`config.mk`:
```
export PLATFORM = sky130hd
export DESIGN_NAME = traffic_light_controller_n
export DESIGN_NICKNAME = d
export VERILOG_FILES = /design/src/rtl/tlc_pkg.sv /design/src/rtl/traffic_light_controller_n_rr_arbiter.sv /design/src/rtl/traffic_light_controller_n.sv
export SDC_FILE = /design/constraint.sdc
export NUM_CORES = 1
export LEC_CHECK = 0
export CORE_MARGIN = 10
export CORE_UTILIZATION = 60
export DETAILED_ROUTE_END_ITERATION = 8
export DONT_BUFFER_PORTS = 1
export PLACE_DENSITY = 0.72
export SLEW_MARGIN = 25
export SYNTH_ARGS = -nofsm -noshare
export SYNTH_HDL_FRONTEND = slang
export SYNTH_SLANG_ARGS = --single-unit
export TNS_END_PERCENT = 5
```
`constraint.sdc`:
```
create_clock -name clk -period 7 [get_ports clk]
set_clock_uncertainty 0.2 [all_clocks]
set_input_delay 1.4 -clock clk [delete_from_list [all_inputs] [get_ports clk]]
set_output_delay 1.4 -clock clk [all_outputs]
set_load 0.05 [all_outputs]
```
`src/rtl/tlc_pkg.sv`:
```
// Shared types and helpers for the N-lane traffic light controller.
package tlc_pkg;

  typedef enum logic [1:0] {
    RED    = 2'd0,
    YELLOW = 2'd1,
    GREEN  = 2'd2
  } color_t;

  typedef enum logic [1:0] {
    IDLE,
    GREEN_S,
    YELLOW_S,
    CLEAR_S
  } state_t;

  // Bits needed to hold any value in 0..max_val.
  function automatic int unsigned cnt_width(input int unsigned max_val);
    return (max_val < 2) ? 1 : $clog2(max_val + 1);
  endfunction

endpackage

```
`src/rtl/traffic_light_controller_n_rr_arbiter.sv`:
```
// Round-robin arbiter: first requester at or after the pointer wins; pointer
// moves past the winner only when the grant is consumed.
module rr_arbiter #(
  parameter int unsigned N  = 3,
  parameter int unsigned IW = $clog2(N)
) (
  input  logic          clk,
  input  logic          reset_n,
  input  logic [N-1:0]  req,
  input  logic          advance,
  output logic [IW-1:0] grant_idx,
  output logic          grant_valid
);

  logic [IW-1:0] ptr_q, ptr_d;

  always_comb begin
    int unsigned idx;
    idx         = 0;
    grant_idx   = '0;
    grant_valid = 1'b0;
    for (int unsigned i = 0; i < N; i++) begin
      idx = (32'(ptr_q) + i) % N;
      if (!grant_valid && req[IW'(idx)]) begin
        grant_valid = 1'b1;
        grant_idx   = IW'(idx);
      end
    end
  end

  always_comb begin
    int unsigned nxt;
    nxt   = 32'(grant_idx) + 1;
    ptr_d = ptr_q;
    if (advance && grant_valid) begin
      ptr_d = (nxt >= N) ? '0 : IW'(nxt);
    end
  end

  always_ff @(posedge clk or negedge reset_n) begin
    if (!reset_n) begin
      ptr_q <= '0;
    end else begin
      ptr_q <= ptr_d;
    end
  end

endmodule

```
`src/rtl/traffic_light_controller_n.sv`:
```
// N-lane round-robin traffic light controller with min/gap/max green timing
// and an all-red pre-emption input. All outputs are registered.
module traffic_light_controller_n
  import tlc_pkg::*;
#(
  parameter int unsigned NUM_LANES     = 3,
  parameter int unsigned MIN_GREEN     = 4,
  parameter int unsigned MAX_GREEN     = 8,
  parameter int unsigned GAP_CYCLES    = 2,
  parameter int unsigned YELLOW_CYCLES = 2,
  parameter int unsigned CLEAR_CYCLES  = 1,
  parameter int unsigned LW            = $clog2(NUM_LANES)
) (
  input  logic                   clk,
  input  logic                   reset_n,
  input  logic [NUM_LANES-1:0]   sensor,
  input  logic                   hold_red,
  output logic [2*NUM_LANES-1:0] lights,
  output logic [LW-1:0]          active_lane,
  output logic                   busy
);

  localparam int unsigned M1   = (MAX_GREEN > GAP_CYCLES) ? MAX_GREEN : GAP_CYCLES;
  localparam int unsigned M2   = (YELLOW_CYCLES > CLEAR_CYCLES) ? YELLOW_CYCLES : CLEAR_CYCLES;
  localparam int unsigned CW   = cnt_width((M1 > M2) ? M1 : M2);
  localparam logic [CW-1:0] MIN_C = CW'(MIN_GREEN);
  localparam logic [CW-1:0] MAX_C = CW'(MAX_GREEN);
  localparam logic [CW-1:0] GAP_C = CW'(GAP_CYCLES);
  localparam logic [CW-1:0] YEL_C = CW'(YELLOW_CYCLES);
  localparam logic [CW-1:0] CLR_C = CW'(CLEAR_CYCLES);

  state_t                   state_q, state_d;
  logic [LW-1:0]            lane_q, lane_d;
  logic [CW-1:0]            green_cnt_q, green_cnt_d;
  logic [CW-1:0]            gap_cnt_q, gap_cnt_d;
  logic [CW-1:0]            phase_cnt_q, phase_cnt_d;
  logic [2*NUM_LANES-1:0]   lights_q, lights_d;
  logic [LW-1:0]            active_q, active_d;
  logic                     busy_q, busy_d;

  logic [NUM_LANES-1:0]     other_req;
  logic                     arb_adv;
  logic [LW-1:0]            grant_idx;
  logic                     grant_valid;

  rr_arbiter #(
    .N  (NUM_LANES),
    .IW (LW)
  ) u_arb (
    .clk         (clk),
    .reset_n     (reset_n),
    .req         (sensor),
    .advance     (arb_adv),
    .grant_idx   (grant_idx),
    .grant_valid (grant_valid)
  );

  always_comb begin
    state_d     = state_q;
    lane_d      = lane_q;
    green_cnt_d = green_cnt_q;
    gap_cnt_d   = gap_cnt_q;
    phase_cnt_d = phase_cnt_q;
    arb_adv     = 1'b0;
    other_req   = sensor;
    other_req[lane_q] = 1'b0;

    unique case (state_q)
      IDLE: begin
        if (!hold_red && grant_valid) begin
          state_d     = GREEN_S;
          lane_d      = grant_idx;
          green_cnt_d = CW'(1);
          gap_cnt_d   = '0;
          arb_adv     = 1'b1;
        end
      end
      GREEN_S: begin
        // Exit uses the counts for cycles already served; updates follow.
        if (hold_red ||
            (green_cnt_q >= MIN_C && gap_cnt_q >= GAP_C) ||
            (green_cnt_q >= MAX_C && |other_req)) begin
          state_d     = YELLOW_S;
          phase_cnt_d = CW'(1);
          green_cnt_d = '0;
          gap_cnt_d   = '0;
        end else begin
          green_cnt_d = (green_cnt_q >= MAX_C) ? green_cnt_q : green_cnt_q + 1'b1;
          if (sensor[lane_q]) begin
            gap_cnt_d = '0;
          end else begin
            gap_cnt_d = (gap_cnt_q >= GAP_C) ? gap_cnt_q : gap_cnt_q + 1'b1;
          end
        end
      end
      YELLOW_S: begin
        if (phase_cnt_q >= YEL_C) begin
          state_d     = CLEAR_S;
          phase_cnt_d = CW'(1);
        end else begin
          phase_cnt_d = phase_cnt_q + 1'b1;
        end
      end
      CLEAR_S: begin
        if (phase_cnt_q >= CLR_C) begin
          phase_cnt_d = '0;
          state_d     = IDLE;
          if (!hold_red && grant_valid) begin
            state_d     = GREEN_S;
            lane_d      = grant_idx;
            green_cnt_d = CW'(1);
            gap_cnt_d   = '0;
            arb_adv     = 1'b1;
          end
        end else begin
          phase_cnt_d = phase_cnt_q + 1'b1;
        end
      end
      default: state_d = IDLE;
    endcase
  end

  always_comb begin
    lights_d = '0;
    active_d = '0;
    busy_d   = (state_d != IDLE);
    for (int unsigned i = 0; i < NUM_LANES; i++) begin
      if (LW'(i) == lane_d) begin
        if (state_d == GREEN_S) begin
          lights_d[2*i +: 2] = GREEN;
          active_d           = lane_d;
        end else if (state_d == YELLOW_S) begin
          lights_d[2*i +: 2] = YELLOW;
          active_d           = lane_d;
        end
      end
    end
  end

  always_ff @(posedge clk or negedge reset_n) begin
    if (!reset_n) begin
      state_q     <= IDLE;
      lane_q      <= '0;
      green_cnt_q <= '0;
      gap_cnt_q   <= '0;
      phase_cnt_q <= '0;
      lights_q    <= '0;
      active_q    <= '0;
      busy_q      <= 1'b0;
    end else begin
      state_q     <= state_d;
      lane_q      <= lane_d;
      green_cnt_q <= green_cnt_d;
      gap_cnt_q   <= gap_cnt_d;
      phase_cnt_q <= phase_cnt_d;
      lights_q    <= lights_d;
      active_q    <= active_d;
      busy_q      <= busy_d;
    end
  end

  assign lights      = lights_q;
  assign active_lane = active_q;
  assign busy        = busy_q;

endmodule

```
Word-level counts from Yosys, hierarchy flattened
Index checks and enable logic that the tools add are counted.
{"block": "totals", "register_bits": 27, "input_bits": 6, "wordCells": 121}
{"block": "op_classes", "addsub": 6, "div_mod_pow": 3, "n_lt_le_gt_ge": 11, "eq_ne": 11, "mux": 58, "bitwise_logic": 2, "reduce_logical": 21}
{"cell": "$mod A32 B2 Y32 const B", "n": 2}
{"cell": "$mux W4", "n": 12}
{"cell": "$mux W2", "n": 23}
{"cell": "$pmux W4 S3", "n": 3}
{"cell": "$ge A32 B2 Y1 const B", "n": 1}
{"cell": "$mod A2 B2 Y32 const B", "n": 1}
{"cell": "$add A4 B1 Y4 const B", "n": 3}
{"cell": "$lt A2 B3 Y1 const B", "n": 4}
{"cell": "$mux W1", "n": 12}
{"cell": "$bmux W1 S2", "n": 4}
{"cell": "$ge A4 B2 Y1 const B", "n": 2}
{"cell": "$pmux W2 S4", "n": 1}
{"cell": "$logic_and A1 B1 Y1", "n": 7}
{"cell": "$add A2 B1 Y3 const B", "n": 2}
{"cell": "$eq A2 B2 Y1 const B", "n": 3}
{"cell": "$reduce_and A3 Y1", "n": 2}
{"cell": "$reduce_bool A3 Y1", "n": 2}
{"cell": "$eq A2 B1 Y1 const B", "n": 2}
{"cell": "$ge A4 B1 Y1 const B", "n": 1}
{"cell": "$ge A4 B3 Y1 const B", "n": 1}
{"cell": "$ge A4 B4 Y1 const B", "n": 1}
{"cell": "$logic_not A2 Y1", "n": 2}
{"cell": "$ne A2 B2 Y1 const B", "n": 2}
{"cell": "$ne A4 B4 Y1 const B", "n": 1}
{"cell": "15 further kinds", "n": 18}

Longest topological paths before layout
Gate-level depths: netlist of run 1.
{"block": "depth", "depth_word": 24, "depth_mapped": 8, "mapped_depth_nobuf": 8}

Cells and area by module
Synthesis of run 1 repeated with hierarchy kept, for this count alone.
{"block": "unflattened", "hier_cells": 201, "area_unflattened_um2": 1904.3}
{"module": "traffic_light_controller_n", "instances": 1, "cells_each": 156, "area_each_um2": 1539.0, "seq_area_each_um2": 625.6}
{"module": "rr_arbiter", "instances": 1, "cells_each": 45, "area_each_um2": 365.4, "seq_area_each_um2": 50.0}

Worst setup path after synthesis of run 1
No wires, ideal clock.
{"block": "synth_timing", "path_kind": "input to register", "startpoint": "input sensor[1]", "endpoint": "register active_q[1], in the netlist active_lane[1]", "setup_time_ns": 0.086, "arrival_time_ns": 2.814, "required_time_ns": 6.714, "slack_ns": 3.900, "cell_stages": 7, "n_path_buf": 1, "path_cell_list": "clkbuf_1 > or3b_2 > a21oi_1 > o21ai_0 > nor4_2 > mux2i_1 > nor3_1"}
{"block": "synth_between", "elab_chain_len": 23, "elab_cells_between_ends": 43, "classes_between": "eq/ne: 4; mux: 29; bitwise: 1; reduce/logical: 9"}
{"item": "start: declaration", "line_no": "traffic_light_controller_n.sv:16", "source": "input logic [NUM_LANES-1:0] sensor,"}
{"item": "$bmux W1 S2", "line_no": "traffic_light_controller_n_rr_arbiter.sv:24", "source": "if (!grant_valid && req[IW'(idx)]) begin"}
{"item": "$mux W1 (not written as such)", "line_no": "traffic_light_controller_n_rr_arbiter.sv:24"}
{"item": "$mux W1", "line_no": "traffic_light_controller_n_rr_arbiter.sv:24"}
{"item": "$logic_not A1 Y1", "line_no": "traffic_light_controller_n_rr_arbiter.sv:24"}
{"item": "$logic_and A1 B1 Y1", "line_no": "traffic_light_controller_n_rr_arbiter.sv:24"}
{"item": "$mux W1", "line_no": "traffic_light_controller_n_rr_arbiter.sv:24"}
{"item": "$logic_not A1 Y1", "line_no": "traffic_light_controller_n_rr_arbiter.sv:24"}
{"item": "$logic_and A1 B1 Y1", "line_no": "traffic_light_controller_n_rr_arbiter.sv:24"}
{"item": "[8 not listed]"}
{"item": "$mux W2", "line_no": "traffic_light_controller_n.sv:128", "source": "if (LW'(i) == lane_d) begin"}
{"item": "$mux W2", "line_no": "traffic_light_controller_n.sv:132", "source": "end else if (state_d == YELLOW_S) begin"}
{"item": "$mux W2", "line_no": "traffic_light_controller_n.sv:129", "source": "if (state_d == GREEN_S) begin"}
{"item": "$mux W2", "line_no": "traffic_light_controller_n.sv:128"}
{"item": "$mux W2", "line_no": "traffic_light_controller_n.sv:132"}
{"item": "$mux W2", "line_no": "traffic_light_controller_n.sv:129"}
{"item": "$mux W2 *", "line_no": "traffic_light_controller_n.sv:128"}
{"item": "via active_d[1]", "line_no": "traffic_light_controller_n.sv:38", "source": "logic [LW-1:0] active_q, active_d;"}
{"item": "end signal: assignment", "line_no": "traffic_light_controller_n.sv:157", "source": "active_q <= active_d;"}
{"item": "end: declaration", "line_no": "traffic_light_controller_n.sv:38"}
Mark *: on every way through the listed nets, which the timed path passes. The rest lies on a longest branch. The select of a mux whose other input is x is not followed.
A chain may end at the register's enable or synchronous reset.

Worst setup path after layout of run 1
{"block": "layout_timing", "startpoint": "input sensor[0]", "endpoint": "register active_q[1], in the netlist active_lane[1]"}
The elaborated chain is that of the path after synthesis.

==> impl_summary.txt, run 1 <==
----------------------------------------------------
[Setup path]
  Register-to-Register Setup Slack ... 4.34 ns
  WS Path Type ... primary input to flop
  R2R depth ... 7
  Arrival time at the worst endpoint ... 2.91 ns
  Required @ worst endpoint ... 7.03 ns
  CP max FO ... 7
  Cell with the largest stage delay on the worst path ... mux2i_1
  Number of buffers and inverters on the critical path ... 0
  Worst r2r dst ... active_lane[1]$_DFF_PN0_
  R2r startpoint ... phase_cnt_q[1]$_DFFE_PN0P_
  Kind of end point of the critical path ... flop
  CP Cell Sequence ... a21bo_2 > a221oi_2 > o21a_1 > o21a_2 > mux2i_1 > nor3_1
  Delay of the slowest cell on the worst path ... 0.38 ns
  Nature of the critical path startpoint ... primary input
  Worst path top cell family by delay ... compound AO/OA/AOI/OAI gates

[Global route]
  GRT met2 Usage ... 0.219
  Initial antenna violation count ... 0
  Global-route wire length before repair ... 6060 µm
  Largest net degree at the start of global routing ... 28
  Busiest layer in global routing ... met2
  Global routing usage on met3 ... 0.0327
  Number of global-route vias before repair ... 1295
  GRT Overall Usage ... 0.139
  Met1 demand-to-capacity share in global routing ... 0.176
  Leftover overflow at the end of global routing ... 0

[Route]
  Average detailed-routed wire length per instance ... 17.4 µm
  Total Routed Length ... 3660 µm
  Number of detailed-route iterations in the first pass ... 6
  Via count of the routed design ... 1328
  Via/cell ratio ... 6.32
  Number of remaining DRC errors ... 0
  Drt first-iter violations ... 105
  Count of antenna-violating nets left after detailed routing ... 0

[Layout]
  Synthesis-to-finish area growth ... 3.83%
  Final standard cell count with taps included and fillers excluded ... 210
  Share of post-route cells with drive strength above 1 ... 0.112
  Antenna cell count ... 0
  Total Nets Final ... 201

[Flow run]
  Number of violations of the max-capacitance limit ... 0

[Floorplanning]
  Vertical die dimension ... 73.2 µm
  Num ports ... 15
  Die area ... 5350 µm²
  Area of the core ... 2730 µm²
  Initial cell density of the core ... 0.621
  Die span in x ... 73.2 µm
  Count of standard-cell rows ... 19

[Yosys]
  Mapped Area ... 1700 µm²
  Area share of the largest cell type after synthesis ... 0.398
  Cells after synthesis ... 176
  Number of synthesized flops with an enable pin ... 0
  Count leader, synth ... dfrtp_1
  Avg Inst Size Synth ... 9.64 µm²
  Synth Net Count ... 197
  Ranking of synthesized cells by instance count ... dfrtp_1 (27), inv_1 (21), ha_1 (15), nor2_1 (15), a21oi_1 (14)
  Top cells by area in the synthesized netlist ... dfrtp_1 (40%), ha_1 (11%), inv_1 (4.6%), a21oi_1 (4.1%), nor2_1 (3.3%)
  Async set-reset flop share out of synthesis ... 1.00
  Number of synthesized register bits ... 27
  Register area share after synthesis ... 0.398
  Top FF cell, synth ... dfrtp_1
  Cell taking the most area after synthesis ... dfrtp_1
  Cell variety after synth ... 48
  YS warnings ... 0

[Timing]
  Maximum frequency from static timing analysis ... 347 MHz
  Number of setup violations in the final report ... 0
  Normalized max-slew margin ... 0.620
  Period utilisation layout ... 0.411
  Min Clock Period, post-route ... 2.88 ns
  RSZ-0062 raised after global routing ... no
  Final hold viol count ... 0
  Setup tns final ... 0 ns
  Least-Margin Pin Slew ... 0.565 ns
  Final count of pins violating max slew ... 0

[Min path]
  HP Class ... flop to flop
  Endpoint, Worst Hold ... u_arb.ptr_q[1]$_DFFE_PN0P_
  Worst hold path startpoint ... u_arb.ptr_q[1]$_DFFE_PN0P_
  Cells on Worst Hold Path ... 2

[Place]
  Number of placed instances with taps included ... 206
  IO buf count ... 0
  Hpwl dp ... 2860 µm
  Weighted congestion reported at the end of routability-driven placement ... 0.795

[Clock tree]
  CTS Hold Bufs ... 0
  Register clock-pin slew on the reported worst setup and hold paths ... 0.15 ns
  Number of CTS-inserted buffers ... 3
  Buffers from clock root to sink, at most ... 2
  Worst-Skew Late Latency ... 0.34 ns
  Total of cells resized after clock tree synthesis ... 0
  Buffers inserted during post-CTS setup optimization ... 0
  Maximum level of the CTS H-tree ... 1
  CTS root buf ... clkbuf_4
  TritonCTS clock tree ... yes
  Number of clock sinks ... 27

[Pwr]
  Max VDD drop ... 0.398 mV
  Cell leakage power ... 0.787 nW
  Power density cells ... 467 nW/µm²

[Outcome]
  Run status ... completed

----------------------------------------------------
==> per-stage QoR <==
| stage | utilization | total power, W | area [µm²] | setup slack, ns | hold WS, ns |
|---|---|---|---|---|---|
| after global placement | 0.633 | 0.000724 | 1730 | 3.84 | 0.295 |
| final | 0.644 | 0.000823 | 1760 | 4.12 | 0.330 |
| after CTS | 0.644 | 0.000820 | 1760 | 4.17 | 0.341 |
| after detailed placement | 0.633 | 0.000750 | 1730 | 3.79 | 0.307 |
| after floorplan | - | 0.000649 | 1700 | 3.90 | 0.273 |
| after global routing | 0.644 | 0.000889 | 1760 | 3.98 | 0.366 |
==> cells in the final DEF (no fill, tap or decap), types with 2 or more instances in the layout <==
cell / count
a211oi_1: 4
a21o_1: 2
a21oi_1: 14
a221oi_2: 2
a31oi_1: 5
a41oi_1: 2
clkbuf_4: 3
dfrtp_1: 27
ha_1: 15
inv_1: 21
mux2i_1: 2
nand2_1: 8
nand2b_1: 4
nand3_1: 2
nor2_1: 15
nor2b_1: 4
nor3_1: 2
nor4_1: 2
o21a_1: 2
o21ai_0: 7
o21ai_1: 3
o22ai_1: 4
o31a_1: 2
o41ai_1: 2
==> how the worst max path moves through the flow <==
stage	endpoint	start	slack (ns)	cells past startpoint
floorplan	active_lane[1]$_DFF_PN0_	sensor[1]	3.90	7
global placement	active_lane[1]$_DFF_PN0_	sensor[0]	3.84	6
detailed placement	active_lane[1]$_DFF_PN0_	sensor[0]	3.79	6
CTS	green_cnt_q[3]$_DFFE_PN0P_	sensor[0]	4.17	6
global route	green_cnt_q[3]$_DFFE_PN0P_	sensor[0]	3.98	6
finish	active_lane[1]$_DFF_PN0_	sensor[0]	4.12	6
==> worst register-to-register path: stages, from the launching register on <==
cell and delay (ns):
dfrtp_1 0.44, inv_1 0.09, ha_1 0.21, or4b_1 0.50
a21oi_1 0.40, o21a_2 0.24, mux2i_1 0.38, nor3_1 0.09
==> power by group <==
group / leakage [nW] / total, W / switching [W] / internal [W]
clock network: 0.0139 / 0.0000709 / 0.0000490 / 0.0000219
registers: 0.357 / 0.000288 / 0.0000874 / 0.000201
logic: 0.416 / 0.000463 / 0.000288 / 0.000176
==> metal layers <==
metal / wire, µm / share of wire
met1: 1610 / 0.44
met2: 1790 / 0.49
met3: 208 / 0.057
met4: 57 / 0.016
met5: 0 / 0
==> cell families (layout without fill, tap and decap cells) <==
logic type,count (synthesis),count (layout),synth area share
adder cells (fa/ha/maj),15,15,0.111
XOR/XNOR,1,1,0.00516
AO/OA/AOI/OAI,61,61,0.261
flip-flops,27,27,0.398
multiplexers,3,3,0.0184
buffers and inverters,22,25,0.0487
AND/OR/NAND/NOR,47,47,0.158
==> final cells by class <==
class                      instances  area (µm²)
clock buffer                       3        22.5
clock inverter                     1        7.51
fill                             226         972
inverter                          21        78.8
multi-input combinational        127         938
sequential                        27         676
tap                               31        38.8
==> flip-flops by register name (all words and copies together) (netlist names) <==
register and cells:
lights 6, gap_cnt_q 4, active_lane 2, u_arb.ptr_q 2, busy 1, phase_cnt_q 4
state_q 2, lane_q 2, green_cnt_q 4
(Power assumes the default switching activity.)
==> run 2, diff against run 1 <==
- clock period: 7 -> 3 ns (I/O delays scaled with it)
==> run 2 against run 1 <==
Effect of this change:
- worst setup slack got worse by 3.7 ns
- combinational power increased by 140%
- via count fell by 1.1%
- critical path type is now flop to flop
==> impl_summary.txt, run 2 (synthesis results as in run 1) <==
----------------------------------------------------
[Outcome]
  Run status ... completed

[Route]
  Highest metal layer used by the detailed router ... met4
  Number of remaining DRC errors ... 0 (unchanged)
  Total met3 wirelength after detailed routing ... 220 µm (+5.8%)
  Wire length on met1 ... 1470 µm (-8.8%)
  Via count of the routed design ... 1314 (-1.1%)
  Count of antenna-violating nets left after detailed routing ... 0 (unchanged)
  Drt first-iter violations ... 68 (-35%)
  Number of detailed-route iterations in the first pass ... 5 (-1)
  Average detailed-routed wire length per instance ... 16.0 µm (-8.1%)
  Total Routed Length ... 3410 µm (-6.8%)
  Routed length on met2 ... 1700 µm (-4.8%)
  Via/cell ratio ... 6.17 (-2.4%)

[Pwr]
  Share of total power in combinational logic ... 0.571 (+0.008)
  Portion of total power attributed to the clock network ... 0.078 (-0.008)
  Switching part of the total ... 0.506 (-0.00931)
  Max VDD drop ... 0.920 mV (+130%)
  Cell leakage power ... 0.809 nW (+2.8%)
  Power, Total ... 0.00191 W (+130%)
  Power density cells ... 1060 nW/µm² (+130%)
  Relative contribution of sequential cells to total power ... 0.351 (about the same)
  Internal power consumption ... 0.000943 W (+140%)
  Sw Pwr ... 0.000966 W (+130%)

[Setup path]
  WS Path Type ... flop to flop
  Kind of end point of the critical path ... flop
  CP max FO ... 5 (-2)
  R2R depth ... 7 (unchanged)
  Register-to-Register Setup Slack ... 0.39 ns (-3.95 ns)
  Worst r2r dst ... active_lane[1]$_DFF_PN0_
  First element of the critical path ... phase_cnt_q[1]$_DFFE_PN0P_
  Nature of the critical path startpoint ... flop
  Required @ worst endpoint ... 3.00 ns (-4.03 ns)
  Capture point of the worst path ... active_lane[1]$_DFF_PN0_
  R2r startpoint ... phase_cnt_q[1]$_DFFE_PN0P_
  Arrival time at the worst endpoint ... 2.61 ns (-0.30 ns)

[Place]
  Number of placed instances with taps included ... 207 (+0.49%)
  Hpwl dp ... 2680 µm (-6.2%)
  Weighted congestion reported at the end of routability-driven placement ... 0.841 (+5.8%)
  IO buf count ... 0 (unchanged)

[Clock tree]
  Register clock-pin slew on the reported worst setup and hold paths ... 0.14 ns (about the same)
  TritonCTS clock tree ... yes
  Worst-Skew Late Latency ... 0.31 ns (-0.03 ns)
  Buffers from clock root to sink, at most ... 2 (unchanged)
  Number of clock sinks ... 27 (unchanged)
  Buffers inserted during post-CTS setup optimization ... 0 (unchanged)
  Number of CTS-inserted buffers ... 3 (unchanged)
  CTS root buf ... clkbuf_4
  Maximum level of the CTS H-tree ... 1 (unchanged)

[Timing]
  Number of setup violations in the final report ... 0 (unchanged)
  Least-Margin Pin Slew ... 0.512 ns (-0.0535 ns)
  Period utilisation layout ... 0.870
  RSZ-0062 raised after global routing ... no
  Final hold viol count ... 0 (unchanged)
  Maximum frequency from static timing analysis ... 383 MHz
  Normalized max-slew margin ... 0.656 (+0.0368)
  Min Clock Period, post-route ... 2.61 ns
  Final count of pins violating max slew ... 0 (unchanged)
  Setup tns final ... 0 ns (unchanged)

[Layout]
  Filler cell count ... 228 (+0.88%)
  Final standard cell count with taps included and fillers excluded ... 213 (+1.4%)
  Synthesis-to-finish area growth ... 5.90%
  Total Nets Final ... 204 (+1.5%)
  Antenna cell count ... 0 (unchanged)
  Top library cells by usage in the layout, fill and taps aside ... dfrtp_1 (27), inv_1 (21), nor2_1 (15), ha_1 (15), a21oi_1 (14)
  Most frequent standard cell in the layout excluding fill and tap cells ... dfrtp_1
  Largest register FFs ... 6 (unchanged)
  Share of post-route cells with drive strength above 1 ... 0.121 (+0.00915)

[Floorplanning]
  Vertical die dimension ... 73.2 µm (unchanged)
  Area of the core ... 2730 µm² (unchanged)
  Die span in x ... 73.2 µm (unchanged)
  Count of standard-cell rows ... 19 (unchanged)
  Num ports ... 15 (unchanged)
  Initial cell density of the core ... 0.621 (unchanged)
  Die area ... 5350 µm² (unchanged)

[Global route]
  Initial antenna violation count ... 0 (unchanged)
  Leftover overflow at the end of global routing ... 0 (unchanged)
  Largest net degree at the start of global routing ... 28 (unchanged)
  GRT Overall Usage ... 0.134 (-0.00507)
  Global-route wire length before repair ... 5930 µm (-2.2%)
  Number of global-route vias before repair ... 1332 (+2.9%)

[Min path]
  Cells on Worst Hold Path ... 2 (unchanged)
  HP Class ... flop to flop

[Flow run]
  Number of violations of the max-capacitance limit ... 0 (unchanged)

----------------------------------------------------
## run 2: cell types whose count changed in the layout (fill, tap and decap cells not counted), sizes merged
cell,change
buf,+2
clkinv,+1
clkinvlp,-1
dlygate4sd3,+1
## run 2: metrics by stage
step           hold WS, ns  setup WS, ns  area [µm²]  utilization
2_1_floorplan        0.104         0.605        1700            -
3_3_place_gp         0.105         0.462        1740        0.636
3_5_place_dp         0.105         0.385        1740        0.636
4_1_cts              0.347         0.382        1800        0.657
5_1_grt              0.369         0.182        1800        0.657
6_report             0.342         0.390        1800        0.657
## run 2: area by class of cell
class	count	area, µm²	area share
multi-input cells	127	938	0.522
clock inverters	1	5.00	0.00279
repair buffers	3	37.5	0.0209
well taps	31	38.8	0.0216
inverters	21	78.8	0.0439
clock buffers	3	22.5	0.0125
flip-flops and latches	27	676	0.376
## run 2: power by group through the flow
stage          logic (W)  clock network [W]  registers (W)
6_report         0.00109           0.000149       0.000670
5_1_grt          0.00123           0.000171       0.000686
4_1_cts          0.00108           0.000157       0.000671
3_5_place_dp     0.00106                  0       0.000679
3_3_place_gp     0.00103                  0       0.000675
2_1_floorplan   0.000860                  0       0.000654
## run 2: timing repair
action                    in CTS  in global routing
gates resized for setup        0                  0
hold endpoints to repair      27                  0
hold buffers                   2                  0
## run 2: worst min-delay path by stage
stage	startpoint	end	slack, ns
floorplan	reset_n	active_lane[0]$_DFF_PN0_	0.10
global placement	reset_n	gap_cnt_q[3]$_DFFE_PN0P_	0.11
detailed placement	reset_n	gap_cnt_q[2]$_DFFE_PN0P_	0.11
CTS	u_arb.ptr_q[1]$_DFFE_PN0P_	u_arb.ptr_q[1]$_DFFE_PN0P_	0.35
global route	u_arb.ptr_q[1]$_DFFE_PN0P_	u_arb.ptr_q[1]$_DFFE_PN0P_	0.37
finish	u_arb.ptr_q[1]$_DFFE_PN0P_	u_arb.ptr_q[1]$_DFFE_PN0P_	0.34
## run 2: worst max-delay path, cell delays in order (launching register included)
cell and delay [ns]:
dfrtp_1 0.43, inv_1 0.09, ha_1 0.21, or4b_1 0.52, a21oi_1 0.39, o21a_2 0.24, mux2i_1 0.34, nor3_1 0.09
## run 2: routing by layer
| layer | global-route usage | vias up |
|---|---|---|
| li1 | - | 652 |
| met2 | 0.221 | 31 |
| met5 | 0 | - |
| met3 | 0.0340 | 2 |
| met1 | 0.166 | 629 |
| met4 | 0.0422 | 0 |
==> run 3, diff against run 2 <==
- ABC_AREA: not set -> 1
- CORE_MARGIN: 10 -> 2
==> run 3 against run 2 <==
Effect of this change:
- via count is 11% higher
- non-clock buffer count is 1 lower
- synthesized cell count is 34% higher
- critical path type unchanged
- fmax is 20% higher
- sequential share of layout area is 3.1 points lower
- hold slack worse by 0.037 ns
- count of clock-buffer cells in the layout stayed put
- global-route usage is 6.8 points higher
- combinational power is 26% higher
- largest power group unchanged
==> impl_summary.txt, run 3 <==
----------------------------------------------------
[Timing]
  Final count of pins violating max slew ... 0 (unchanged)
  Min Clock Period, post-route ... 2.17 ns (-0.440 ns)
  Setup tns final ... 0 ns (unchanged)
  Period utilisation layout ... 0.723 (-0.147)
  RSZ-0062 raised after global routing ... no
  Number of setup violations in the final report ... 0 (unchanged)
  Final hold viol count ... 0 (unchanged)
  Maximum frequency from static timing analysis ... 461 MHz (+20%)
  Least-Margin Pin Slew ... 0.455 ns (-0.0565 ns)
  Normalized max-slew margin ... 0.697 (+0.0402)

[Yosys]
  Number of synthesized register bits ... 27 (unchanged)
  Synth Net Count ... 257 (+30%)
  Cell variety after synth ... 27 (-44%)
  Async set-reset flop share out of synthesis ... 1.00 (unchanged)
  Area share of the largest cell type after synthesis ... 0.364 (-0.0346)
  Mapped Area ... 1860 µm² (+9.5%)
  Top FF cell, synth ... dfrtp_1
  YS warnings ... 0 (unchanged)
  Cells after synthesis ... 236 (+34%)
  Ranking of synthesized cells by instance count ... nand2_1 (56), inv_1 (32), dfrtp_1 (27), nand3_1 (21), nor2_1 (17)
  Cell taking the most area after synthesis ... dfrtp_1
  Number of synthesized flops with an enable pin ... 0 (unchanged)
  Count leader, synth ... nand2_1
  Avg Inst Size Synth ... 7.87 µm² (-18%)
  Top cells by area in the synthesized netlist ... dfrtp_1 (36%), nand2_1 (11%), ha_1 (10%), inv_1 (6.5%), nand3_1 (5.7%)
  Register area share after synthesis ... 0.364 (-0.0346)

[Min path]
  Endpoint, Worst Hold ... gap_cnt_q[3]$_DFFE_PN0P_
  Worst hold path startpoint ... gap_cnt_q[3]$_DFFE_PN0P_
  Cells on Worst Hold Path ... 2 (unchanged)
  HP Class ... flop to flop

[Clock tree]
  Worst-Skew Late Latency ... 0.32 ns (about the same)
  Number of clock sinks ... 27 (unchanged)
  TritonCTS clock tree ... yes
  Buffers from clock root to sink, at most ... 2 (unchanged)
  Maximum level of the CTS H-tree ... 1 (unchanged)
  Number of CTS-inserted buffers ... 3 (unchanged)
  CTS root buf ... clkbuf_4
  Register clock-pin slew on the reported worst setup and hold paths ... 0.14 ns (about the same)
  Buffers inserted during post-CTS setup optimization ... 0 (unchanged)

[Place]
  Weighted congestion reported at the end of routability-driven placement ... 0.880 (+4.7%)
  IO buf count ... 0 (unchanged)
  Hpwl dp ... 2660 µm (-0.98%)

[Route]
  Average detailed-routed wire length per instance ... 12.2 µm (-24%)
  Count of antenna-violating nets left after detailed routing ... 0 (unchanged)
  Via count of the routed design ... 1458 (+11%)
  Number of remaining DRC errors ... 0 (unchanged)
  Number of detailed-route iterations in the first pass ... 5 (unchanged)
  Drt first-iter violations ... 84 (+24%)
  Via/cell ratio ... 5.30 (-14%)
  Total Routed Length ... 3340 µm (-2.0%)

[Floorplanning]
  Count of standard-cell rows ... 20 (+1)
  Num ports ... 15 (unchanged)
  Die span in x ... 59.7 µm (-18%)
  Vertical die dimension ... 59.7 µm (-18%)
  Initial cell density of the core ... 0.619 (-0.00184)
  Die area ... 3560 µm² (-34%)
  Area of the core ... 3000 µm² (+9.8%)

[Layout]
  Total Nets Final ... 264 (+29%)
  Filler cell count ... 259 (+14%)
  Share of post-route cells with drive strength above 1 ... 0.198 (+0.0775)
  Largest register FFs ... 6 (unchanged)
  Antenna cell count ... 0 (unchanged)
  Synthesis-to-finish area growth ... 5.45%
  Top library cells by usage in the layout, fill and taps aside ... nand2_1 (56), inv_1 (32), dfrtp_1 (27)
  Most frequent standard cell in the layout excluding fill and tap cells ... nand2_1

[Global route]
  GRT Overall Usage ... 0.202 (+0.0677)
  Initial antenna violation count ... 0 (unchanged)
  Global-route wire length before repair ... 5530 µm (-6.8%)
  Largest net degree at the start of global routing ... 28 (unchanged)
  Number of global-route vias before repair ... 1363 (+2.3%)
  Leftover overflow at the end of global routing ... 0 (unchanged)

[Pwr]
  Max VDD drop ... 0.565 mV (-39%)
  Power density cells ... 1120 nW/µm² (+5.7%)
  Power, Total ... 0.00220 W (+15%)
  Cell leakage power ... 1.05 nW (+30%)

[Setup path]
  Register-to-Register Setup Slack ... 0.83 ns (+0.44 ns)
  CP max FO ... 7 (+2)
  R2r startpoint ... u_arb.ptr_q[0]$_DFFE_PN0P_
  Worst r2r dst ... active_lane[0]$_DFF_PN0_
  Nature of the critical path startpoint ... flop
  R2R depth ... 14 (+7)
  Arrival time at the worst endpoint ... 2.20 ns (-0.41 ns)
  WS Path Type ... flop to flop
  Kind of end point of the critical path ... flop
  Required @ worst endpoint ... 3.03 ns (+0.03 ns)

[Flow run]
  Number of violations of the max-capacitance limit ... 0 (unchanged)

[Outcome]
  Run status ... completed

----------------------------------------------------
-- run 3: cell types whose count changed after synthesis, sizes merged, moves of 4 or more --
cell	delta
nand2	+65
nand3	+24
inv	+22
a21oi	-8
nor2	+5
nor2b	-5
a211oi	-4
a31oi	-4
nand2b	-4
-- run 3: area by class of cell --
type,instances,area [µm²],share of cell area
Tap cell,33,41.3,0.0211
Clock buffer,3,22.5,0.0115
Clock inverter,1,7.51,0.00383
Sequential cell,27,676,0.345
Timing Repair Buffer,2,30.0,0.0153
Multi-Input combinational cell,166,1020,0.521
Inverter,43,161,0.0824
-- run 3: what timing repair did --
action | in CTS | in global routing
endpoints found under the setup margin | 0 | 0
hold endpoints to repair | 27 | 0
gates resized for setup | 0 | 0
hold buffers | 2 | 0
-- run 3: worst max path at each step --
stage | start | end | slack, ns | cells after the start
final | u_arb.ptr_q[0]$_DFFE_PN0P_ | active_lane[0]$_DFF_PN0_ | 0.83 | 14
after global routing | u_arb.ptr_q[0]$_DFFE_PN0P_ | lights[0]$_DFF_PN0_ | 0.66 | 13
after CTS | u_arb.ptr_q[0]$_DFFE_PN0P_ | lights[5]$_DFF_PN0_ | 0.82 | 13
after detailed placement | u_arb.ptr_q[0]$_DFFE_PN0P_ | lights[5]$_DFF_PN0_ | 0.83 | 13
after global placement | u_arb.ptr_q[0]$_DFFE_PN0P_ | lights[1]$_DFF_PN0_ | 0.84 | 13
after floorplan | u_arb.ptr_q[0]$_DFFE_PN0P_ | active_lane[0]$_DFF_PN0_ | 1.03 | 14
-- run 3: layer usage --
layer	up-vias	part of all wire	track usage
met5	-	0	0
met2	34	0.50	0.354
met3	2	0.042	0.0368
met4	0	0.0057	0.0540
li1	756	-	-
met1	666	0.45	0.253
-- run 3: critical path, stage by stage, from the launching register on --
cell,delay [ns]
dfrtp_1,0.38
inv_1,0.06
ha_1,0.39
inv_2,0.13
nand3_1,0.10
nand2_2,0.12
nand3_4,0.11
nand2_8,0.11
nand2_2,0.06
nand2_2,0.08
nand2_4,0.07
nand2_2,0.11
inv_2,0.04
nand3_2,0.07
nand2_1,0.05
-- run 3: where the power goes --
group          leakage (nW)  switching [W]  internal, W  total (W)
registers             0.356       0.000200     0.000476   0.000676
clock network        0.0139       0.000102    0.0000509   0.000153
logic                 0.682       0.000909     0.000463    0.00137
-- run 3: cells by family after synthesis --
group,after synthesis,synth area share
and+or+nand+nor,126,0.357
adders and majority gates,15,0.101
AOI/OAI and AO/OA,25,0.0916
buffers and inverters,43,0.0869
DFF,27,0.364
-- run 3: metrics by stage --
step | worst slack, ns | cell area [µm²] | hold slack (ns) | cells | util
4_1_cts | 0.824 | 1960 | 0.311 | 275 | 0.653
3_5_place_dp | 0.835 | 1900 | 0.106 | 269 | 0.633
6_report | 0.830 | 1960 | 0.304 | 275 | 0.653
2_1_floorplan | 1.03 | 1860 | 0.104 | 236 | -
5_1_grt | 0.656 | 1960 | 0.345 | 275 | 0.653
3_3_place_gp | 0.843 | 1900 | 0.106 | 269 | 0.633
